[src/rtl/music_pkg.sv]
// Note codes and tone half-period table for the note playback datapath.
// Half-periods are cycles of a 50 MHz clock, round(25e6 / f).
package music_pkg;

    localparam logic [3:0] NOTE_REST = 4'd0;
    localparam logic [3:0] NOTE_C4   = 4'd1;
    localparam logic [3:0] NOTE_CS4  = 4'd2;
    localparam logic [3:0] NOTE_D4   = 4'd3;
    localparam logic [3:0] NOTE_DS4  = 4'd4;
    localparam logic [3:0] NOTE_E4   = 4'd5;
    localparam logic [3:0] NOTE_F4   = 4'd6;
    localparam logic [3:0] NOTE_FS4  = 4'd7;
    localparam logic [3:0] NOTE_G4   = 4'd8;
    localparam logic [3:0] NOTE_GS4  = 4'd9;
    localparam logic [3:0] NOTE_A4   = 4'd10;
    localparam logic [3:0] NOTE_AS4  = 4'd11;
    localparam logic [3:0] NOTE_B4   = 4'd12;

    localparam int HP_W = 17;

    localparam logic [HP_W-1:0] HALF_PERIOD_TABLE [12] = '{
        17'd95556, 17'd90193, 17'd85131, 17'd80353,
        17'd75843, 17'd71586, 17'd67569, 17'd63776,
        17'd60197, 17'd56818, 17'd53629, 17'd50619
    };

    // Codes 0 and 13..15 are rests and map to a zero half-period.
    function automatic logic [HP_W-1:0] half_period(input logic [3:0] code);
        logic [HP_W-1:0] hp;
        hp = '0;
        if (code >= NOTE_C4 && code <= NOTE_B4) begin
            hp = HALF_PERIOD_TABLE[code - NOTE_C4];
        end
        return hp;
    endfunction

endpackage

[src/rtl/note_playback_datapath_tone_gen.sv]
// Square-wave generator: down-counter reloading from the half-period, toggling
// the output at terminal count. A zero half-period or enable=0 means silence.
module tone_gen (
    input  logic        clk,
    input  logic        reset,
    input  logic        enable,
    input  logic [16:0] half_period,
    output logic        tone
);

    logic [16:0] count;
    logic [16:0] hp_q;

    // hp_q remembers the half-period in use so a changed note restarts the
    // phase while a repeated note keeps running; silence clears it so the
    // next note always loads fresh.
    always_ff @(posedge clk) begin
        if (!reset) begin
            count <= '0;
            hp_q  <= '0;
            tone  <= 1'b0;
        end else if (!enable || half_period == '0) begin
            count <= '0;
            hp_q  <= '0;
            tone  <= 1'b0;
        end else if (half_period != hp_q) begin
            count <= half_period;
            hp_q  <= half_period;
            tone  <= 1'b0;
        end else if (count == '0) begin
            count <= hp_q;
            tone  <= ~tone;
        end else begin
            count <= count - 1'b1;
        end
    end

endmodule

[src/rtl/note_playback_datapath.sv]
// Note recorder/player: edge-triggered writes into a small note memory,
// registered playback of the indexed slot, and a square-wave tone output.
module note_playback_datapath
    import music_pkg::*;
#(
    parameter int DEPTH     = 16,
    parameter int SIM_SHIFT = 0
) (
    input  logic                       clk,
    input  logic                       reset,
    input  logic                       ld_note,
    input  logic                       ld_play,
    input  logic [$clog2(DEPTH)-1:0]   note_counter,
    input  logic [3:0]                 note_in,
    output logic                       tone_out,
    output logic [3:0]                 cur_note,
    output logic                       playing,
    output logic [$clog2(DEPTH)-1:0]   wr_ptr,
    output logic                       mem_full
);

    localparam int AW = $clog2(DEPTH);
    localparam logic [AW-1:0] LAST_SLOT = AW'(DEPTH - 1);

    logic [3:0]      mem [DEPTH];
    logic            ld_note_q;
    logic            ld_rise;
    logic [HP_W-1:0] tone_hp;

    assign ld_rise = ld_note & ~ld_note_q;

    // A record edge wins over playback: cur_note holds while the write lands.
    always_ff @(posedge clk) begin
        if (!reset) begin
            for (int i = 0; i < DEPTH; i++) begin
                mem[i] <= NOTE_REST;
            end
            wr_ptr    <= '0;
            mem_full  <= 1'b0;
            ld_note_q <= 1'b0;
            cur_note  <= NOTE_REST;
            playing   <= 1'b0;
        end else begin
            ld_note_q <= ld_note;
            playing   <= ld_play;
            if (ld_rise) begin
                mem[wr_ptr] <= note_in;
                if (wr_ptr == LAST_SLOT) begin
                    mem_full <= 1'b1;
                end else begin
                    wr_ptr <= wr_ptr + 1'b1;
                end
            end
            if (!ld_play) begin
                cur_note <= NOTE_REST;
            end else if (!ld_rise) begin
                cur_note <= mem[note_counter];
            end
        end
    end

    assign tone_hp = half_period(cur_note) >> SIM_SHIFT;

    tone_gen u_tone_gen (
        .clk         (clk),
        .reset       (reset),
        .enable      (playing),
        .half_period (tone_hp),
        .tone        (tone_out)
    );

endmodule

[config.mk]
export PLATFORM = sky130hd
export DESIGN_NAME = note_playback_datapath
export DESIGN_NICKNAME = d
export VERILOG_FILES = /design/src/rtl/music_pkg.sv /design/src/rtl/note_playback_datapath_tone_gen.sv /design/src/rtl/note_playback_datapath.sv
export SDC_FILE = /design/constraint.sdc
export NUM_CORES = 1
export LEC_CHECK = 0
export ABC_CLOCK_PERIOD_IN_PS = 6140
export BUFFER_PORTS_ARGS = -buffer_cell sky130_fd_sc_hd__buf_2
export CORE_MARGIN = 2
export CORE_UTILIZATION = 45
export DETAILED_ROUTE_END_ITERATION = 16
export GPL_TIMING_DRIVEN = 0
export PLACE_DENSITY = 0.72
export RECOVER_POWER = 100
export SKIP_LAST_GASP = 1
export SYNTH_ARGS = -nofsm -noshare
export SYNTH_HDL_FRONTEND = slang
export SYNTH_HIERARCHICAL = 1
export SYNTH_SLANG_ARGS = --single-unit
[constraint.sdc]
create_clock -name clk -period 6.14 [get_ports clk]
set_input_delay 0 -clock clk [delete_from_list [all_inputs] [get_ports clk]]
set_output_delay 0 -clock clk [all_outputs]
set_load 0.1 [all_outputs]
==> results.sh, run 1 <==
export IMPL_synth_warnings=6
export IMPL_finalSetupViolCount=0
export IMPL_routed_wl_mm=13.7
export IMPL_total_power_mw=1.78
export IMPL_grt_pass1_wl_mm=22.3
export IMPL_first_pass_iters=4
export IMPL_synth_seq_area_share=0.475
export IMPL_min_path_type="input pin to flip-flop"
export IMPL_cts_resized=0
export IMPL_maxCapViolCount=0
export IMPL_period_needed_ns=4.56
export IMPL_p_per_area_nw_per_um2=270
export IMPL_worstSkewPairLatency_ns=0.35
export IMPL_cp_start_kind="flip-flop"
export IMPL_synth_edf_count=64
export IMPL_worstPathRequired_ns=6.39
export IMPL_grt_util_all_layers=0.201
export IMPL_place_hpwl_mm=10.4
export IMPL_worstReg2RegStart="cur_note[0]$_SDFFE_PN0N_"
export IMPL_fin_setup_tns_ns=0
export IMPL_multi_input_area_um2=2910
export IMPL_rsz0062_at_grt="no"
export IMPL_core_um2=13100
export IMPL_critical_path_class="flip-flop to flip-flop"
export IMPL_crit_fanout=10
export IMPL_die_y_um=119
export IMPL_crit_arrival_ns=4.81
export IMPL_antenna_found_initial=0
export IMPL_root_buffer="clkbuf_16"
export IMPL_io_pins=23
export IMPL_synthMuxAreaShare=0.0744
export IMPL_die_area_um2=14200
export IMPL_syn_inst=577
export IMPL_finalCritPeriodShare=0.743
export IMPL_outcome="finished clean"
export IMPL_routed_via_count=4467
export IMPL_area_growth_pct=10.1
export IMPL_portBuffers=22
export IMPL_clkTransAtPathRegs_ns=0.07
export IMPL_start_util=0.456
export IMPL_cts_setup_buffers=0
export IMPL_drcViolationCount=0
export IMPL_syn_avg_cell_area_um2=10.4
export IMPL_yosys_area_share_simple=0.226
export IMPL_vdd_drop_max_v=0.000148
export IMPL_syn_cell_area_um2=5990
export IMPL_syn_nets=604
export IMPL_yosysUniqueCellTypes=63
export IMPL_drive_gt1_frac=0.0890
export IMPL_synth_top_family_by_area="simple AND/OR/NAND/NOR gates"
export IMPL_h_tree_depth=3
export IMPL_synth_compound_area_frac=0.106
export IMPL_synth_xor_area_frac=0.0478
export IMPL_fin_skew_ns=0.0108
export IMPL_synthTopCellsByArea="edfxtp_1 32%, dfxtp_1 15%, and2_1 8.0%"
export IMPL_wl_per_cell_um=17.3
export IMPL_clock_sinks=110
export IMPL_viasPerCell=5.63
export IMPL_dieWidth_um=119
export IMPL_diodes=0
export IMPL_fillers=1222
export IMPL_synth_largest_area_cell="edfxtp_1"
export IMPL_hold_viol_final=0
export IMPL_ctsHoldBuffers=3
export IMPL_clk_path_buf_depth=2
export IMPL_nets=640
export IMPL_gp_congestion=0.967
export IMPL_grt_max_degree=20
export IMPL_relSlewSlack=0.216
export IMPL_grt_pass1_vias=4414
export IMPL_async_flop_share=0
export IMPL_rows=42
export IMPL_cts_inserted_buffers=9
export IMPL_drt_iter0_drc=255
export IMPL_final_max_slew_violation_count=0
export IMPL_cts_tree="done"
export IMPL_critPathLaunch="cur_note[0]$_SDFFE_PN0N_"
export IMPL_grt_ovfl_total=0
export IMPL_instances_no_fill=794
export IMPL_worst_pin_slew_ns=1.18
export IMPL_dp_cells=775
export IMPL_ys_ff_latch=110
export IMPL_yosys_area_top_type_share=0.321
export IMPL_cellLeakagePower_nw=2.51
export IMPL_critPathCaptureType="flip-flop"
export IMPL_min_delay_start="note_counter[0]"
export IMPL_drtAntennaViolNets=0
export IMPL_ys_flop_type="edfxtp_1"
export IMPL_max_freq_mhz=219
export IMPL_synth_fa_ha_area_frac=0.0313
export IMPL_area_sequential_um2=2840
==> kinds of logic (layout without fill, tap and decap cells) <==
kind of cell,after synthesis,in the layout
AND/OR/NAND/NOR,238,238
adder cells (fa/ha/maj),15,15
AO/OA/AOI/OAI,100,100
buffers and inverters,45,86
multiplexers,38,38
XOR/XNOR,31,31
flip-flops,110,110
==> where the power goes <==
group	leakage, nW	switching [mW]	internal [mW]
clock network	0.139	0.277	0.284
logic	1.33	0.256	0.143
registers	1.03	0.0170	0.805
total	2.51	0.550	1.23
==> cells in the mapped netlist, drive strengths merged, types with 2 or more instances <==
| library cell | n |
|---|---|
| o21ai | 34 |
| ha | 15 |
| o211ai | 3 |
| xnor2 | 16 |
| mux4 | 5 |
| or3 | 2 |
| dfxtp | 46 |
| o31ai | 3 |
| nand2b | 11 |
| mux2i | 31 |
| o2111ai | 8 |
| and4 | 3 |
| a211oi | 5 |
| a21o | 3 |
| a21oi | 22 |
| nand2 | 28 |
| and2 | 77 |
| nand4 | 10 |
| clkbuf | 16 |
| a31oi | 2 |
| buf | 16 |
| nor2b | 6 |
| nor3 | 12 |
| nand3 | 24 |
| a22oi | 7 |
| nor4 | 11 |
| mux2 | 2 |
| nor2 | 35 |
| edfxtp | 64 |
| and3 | 5 |
| o22ai | 5 |
| inv | 13 |
| or2 | 3 |
| nor3b | 2 |
| xor2 | 15 |
| or4 | 4 |
==> final cells by class <==
cell class | count | share of cell area
timing repair buffer | 25 | 0.0190
buffer | 32 | 0.0258
tap | 176 | 0.0334
multi-input combinational | 422 | 0.441
inverter | 13 | 0.00740
clock buffer | 10 | 0.0347
sequential | 110 | 0.431
clock inverter | 6 | 0.00797
==> state kept, by name, summed over array words and instances, names as in the netlist <==
name and flops:
mem_full 1, playing 1, mem 64, u_tone_gen/tone 1, cur_note 4, u_tone_gen/count 17, wr_ptr 4, u_tone_gen/hp_q 17
ld_note_q 1
==> per-stage QoR <==
step	setup slack (ns)	util	area (µm²)	hold WS (ns)
after floorplan	2.14	-	5990	0.127
after global placement	2.24	0.481	6320	0.220
after detailed placement	2.22	0.481	6320	0.235
after CTS	2.17	0.505	6630	0.0137
after global routing	1.22	0.502	6600	0.0420
final	1.58	0.502	6600	0.0247
==> critical path, cell delays in order, from the launching register on <==
cell and delay (ns):
dfxtp_1 0.44, clkbuf_1 0.41, inv_1 0.21, ha_1 0.34
ha_1 0.43, or2_2 0.14, a21oi_1 0.06, a311oi_1 0.65
xor2_1 0.15, nor4_1 0.37, and4_1 0.23, clkbuf_1 0.36
nand3_1 0.34, o32ai_1 0.32
==> metal layers <==
| layer | part of all wire | vias up | track usage |
|---|---|---|---|
| met5 | 0 | - | 0 |
| met4 | 0.018 | 0 | 0.0787 |
| met3 | 0.038 | 26 | 0.0388 |
| met2 | 0.52 | 116 | 0.356 |
| met1 | 0.43 | 2169 | 0.240 |
| li1 | - | 2156 | - |
==> worst paths after layout <==
check,slack (ns),cells after the start,endpoint
worst max-delay path,1.58,13,u_tone_gen/count[15]$_SDFF_PP0_
worst max register to register,1.58,13,u_tone_gen/count[15]$_SDFF_PP0_
worst min-delay path,0.02,4,cur_note[0]$_SDFFE_PN0N_
worst min register to register,0.46,1,mem_full$_SDFFE_PN0P_
==> cell usage in the layout (no fill, tap or decap), drive strengths merged, types with 4 or more instances in the layout <==
master	netlist	layout
nand2b	11	11
mux2i	31	31
mux4	5	5
o2111ai	8	8
xnor2	16	16
and2	77	77
and3	5	5
edfxtp	64	64
nor3	12	12
inv	13	17
or4	4	4
buf	16	23
nor2	35	35
ha	15	15
nor2b	6	6
nor4	11	11
o21ai	34	34
clkbuf	16	41
a21oi	22	22
nand3	24	24
nand4	10	10
nand2	28	28
o22ai	5	5
a211oi	5	5
a22oi	7	7
xor2	15	15
dfxtp	46	46
(Power assumes the default switching activity.)
==> run 2, diff against run 1 <==
--- a/config.mk
+++ b/config.mk
@@ -5,7 +5,7 @@
 export SDC_FILE = /design/constraint.sdc
 export NUM_CORES = 1
 export LEC_CHECK = 0
-export ABC_CLOCK_PERIOD_IN_PS = 6140
+export ABC_CLOCK_PERIOD_IN_PS = 4700
 export BUFFER_PORTS_ARGS = -buffer_cell sky130_fd_sc_hd__buf_2
 export CORE_MARGIN = 2
 export CORE_UTILIZATION = 45
==> constraint.sdc (replaced) <==
create_clock -name clk -period 4.7 [get_ports clk]
set_input_delay 0 -clock clk [delete_from_list [all_inputs] [get_ports clk]]
set_output_delay 0 -clock clk [all_outputs]
set_load 0.1 [all_outputs]
==> run 2 against run 1 <==
Register-to-register slack lost 0.93 ns; critical path depth unchanged; clock skew about the same; cell count unchanged; die area unchanged; sequential power is 30% higher; critical path type unchanged.
==> results.sh, run 2 (synthesis gave the netlist of run 1 again) <==
export IMPL_grt_util_all_layers=0.201
export IMPL_worstSkewPairLatency_ns=0.35
export IMPL_routed_wl_mm=13.7
export IMPL_h_tree_depth=3
export IMPL_final_cell_mix="64 x edfxtp_1, 58 x and2_0, 46 x dfxtp_1"
export IMPL_drtAntennaViolNets=0
export IMPL_gp_congestion=0.967
export IMPL_crit_arrival_ns=4.31
export IMPL_cts_inserted_buffers=9
export IMPL_power_frac_comb=0.223
export IMPL_drive_gt1_frac=0.0922
export IMPL_first_pass_iters=5
export IMPL_grt_max_degree=20
export IMPL_hold_viol_final=0
export IMPL_grt_pass1_wl_mm=22.3
export IMPL_fin_skew_ns=0.0106
export IMPL_start_util=0.456
export IMPL_switching_share=0.308
export IMPL_critPathCaptureType="flip-flop"
export IMPL_dp_slack_ns=0.780
export IMPL_fillers=1221
export IMPL_drcViolationCount=0
export IMPL_cp_start_kind="flip-flop"
export IMPL_clk_path_buf_depth=2
export IMPL_io_pins=23
export IMPL_area_growth_pct=10.3
export IMPL_finalSetupViolCount=0
export IMPL_clkTransAtPathRegs_ns=0.07
export IMPL_dieWidth_um=119
export IMPL_multi_input_area_um2=2910
export IMPL_rows=42
export IMPL_viasPerCell=5.59
export IMPL_maxCapViolCount=0
export IMPL_period_needed_ns=4.05
export IMPL_outcome="finished clean"
export IMPL_final_util=0.503
export IMPL_whs_ns=0.0238
export IMPL_cellLeakagePower_nw=2.52
export IMPL_power_switching_mw=0.717
export IMPL_drt_iter0_drc=265
export IMPL_vdd_drop_max_v=0.000193
export IMPL_routed_via_count=4436
export IMPL_antenna_found_initial=0
export IMPL_worst_slack_ns=0.646
export IMPL_die_y_um=119
export IMPL_postLayoutCellArea_um2=6600
export IMPL_top_regs="mem: 64 flops, u_tone_gen/count: 17 flops, u_tone_gen/hp_q: 17 flops"
export IMPL_p_per_area_nw_per_um2=352
export IMPL_busiest_layer="met2"
export IMPL_grt_pass1_vias=4414
export IMPL_met3_usage=0.0388
export IMPL_power_internal_mw=1.61
export IMPL_root_buffer="clkbuf_16"
export IMPL_portBuffers=22
export IMPL_min_path_type="input pin to flip-flop"
export IMPL_worst_pin_slew_ns=1.18
export IMPL_place_hpwl_mm=10.4
export IMPL_cts_tree="done"
export IMPL_regMostFlops="mem"
export IMPL_die_area_um2=14200
export IMPL_pwr_share_clk=0.315
export IMPL_grtUsageMet2=0.356
export IMPL_worstPathRequired_ns=4.95
export IMPL_grt_ovfl_total=0
export IMPL_clock_sinks=110
export IMPL_diodes=0
export IMPL_largest_reg_flops=64
export IMPL_nets=640
export IMPL_placed_cell_area_um2=6320
export IMPL_final_max_slew_violation_count=0
export IMPL_relSlewSlack=0.216
export IMPL_mostFrequentLayoutCell="edfxtp_1"
export IMPL_core_um2=13100
export IMPL_crit_fanout=10
export IMPL_p_seq_frac=0.461
export IMPL_critical_path_class="flip-flop to flip-flop"
export IMPL_cts_resized=0
export IMPL_use_met1=0.240
export IMPL_wl_per_cell_um=17.2
export IMPL_max_freq_mhz=247
export IMPL_finalCritPeriodShare=0.863
export IMPL_fin_setup_tns_ns=0
export IMPL_rsz0062_at_grt="no"
export IMPL_area_sequential_um2=2840
==> run 2: stage by stage <==
| step | std cells | power, mW |
|---|---|---|
| 3_5_place_dp | 775 | 1.61 |
| 6_report | 794 | 2.33 |
| 2_1_floorplan | 577 | 1.49 |
| 4_1_cts | 794 | 2.33 |
| 3_3_place_gp | 775 | 1.60 |
| 5_1_grt | 794 | 2.43 |
==> run 2: cell type report <==
type                       count  area share
tap                          176      0.0333
inverter                      13     0.00739
multi-input combinational    422       0.440
sequential                   110       0.430
timing repair buffer          25      0.0189
buffer                        32      0.0271
clock inverter                 6     0.00796
clock buffer                  10      0.0347
==> run 2: timing repair <==
item,4_1_cts,5_1_grt
setup buffers,0,0
endpoints found under the hold margin,4,0
hold buffers,3,0
==> run 2: path summary, 6_finish.rpt <==
| check | from | end | slack [ns] | cells past startpoint |
|---|---|---|---|---|
| hold reg to reg | mem_full$_SDFFE_PN0P_ | mem_full$_SDFFE_PN0P_ | 0.46 | 1 |
| hold / removal | note_counter[0] | cur_note[0]$_SDFFE_PN0N_ | 0.02 | 4 |
| setup / recovery | cur_note[0]$_SDFFE_PN0N_ | u_tone_gen/count[15]$_SDFF_PP0_ | 0.65 | 13 |
| setup reg to reg | cur_note[0]$_SDFFE_PN0N_ | u_tone_gen/count[15]$_SDFF_PP0_ | 0.65 | 13 |
==> run 2: layer usage <==
| layer | wire (µm) | share of wire |
|---|---|---|
| met1 | 5930 | 0.43 |
| met5 | 0 | 0 |
| met3 | 469 | 0.034 |
| met2 | 6980 | 0.51 |
| met4 | 284 | 0.021 |
==> run 2: worst max-delay path, cell delays in order, from the launching register on <==
cell and delay (ns):
dfxtp_1 0.38, buf_6 0.17, inv_1 0.14, ha_1 0.32, or4b_1 0.46, o21ai_0 0.29, clkbuf_1 0.42, nor2_1 0.20
xor2_1 0.18, nor4_1 0.36, and4_1 0.23, buf_2 0.21, nand3_1 0.27, o32ai_1 0.32
==> run 2: power by group through the flow <==
stage / Combinational [mW] / Sequential (mW) / Clock (mW)
2_1_floorplan: 0.373 / 1.12 / 0
4_1_cts: 0.521 / 1.07 / 0.736
6_report: 0.520 / 1.07 / 0.733
5_1_grt: 0.572 / 1.08 / 0.779
3_3_place_gp: 0.504 / 1.09 / 0
3_5_place_dp: 0.516 / 1.10 / 0
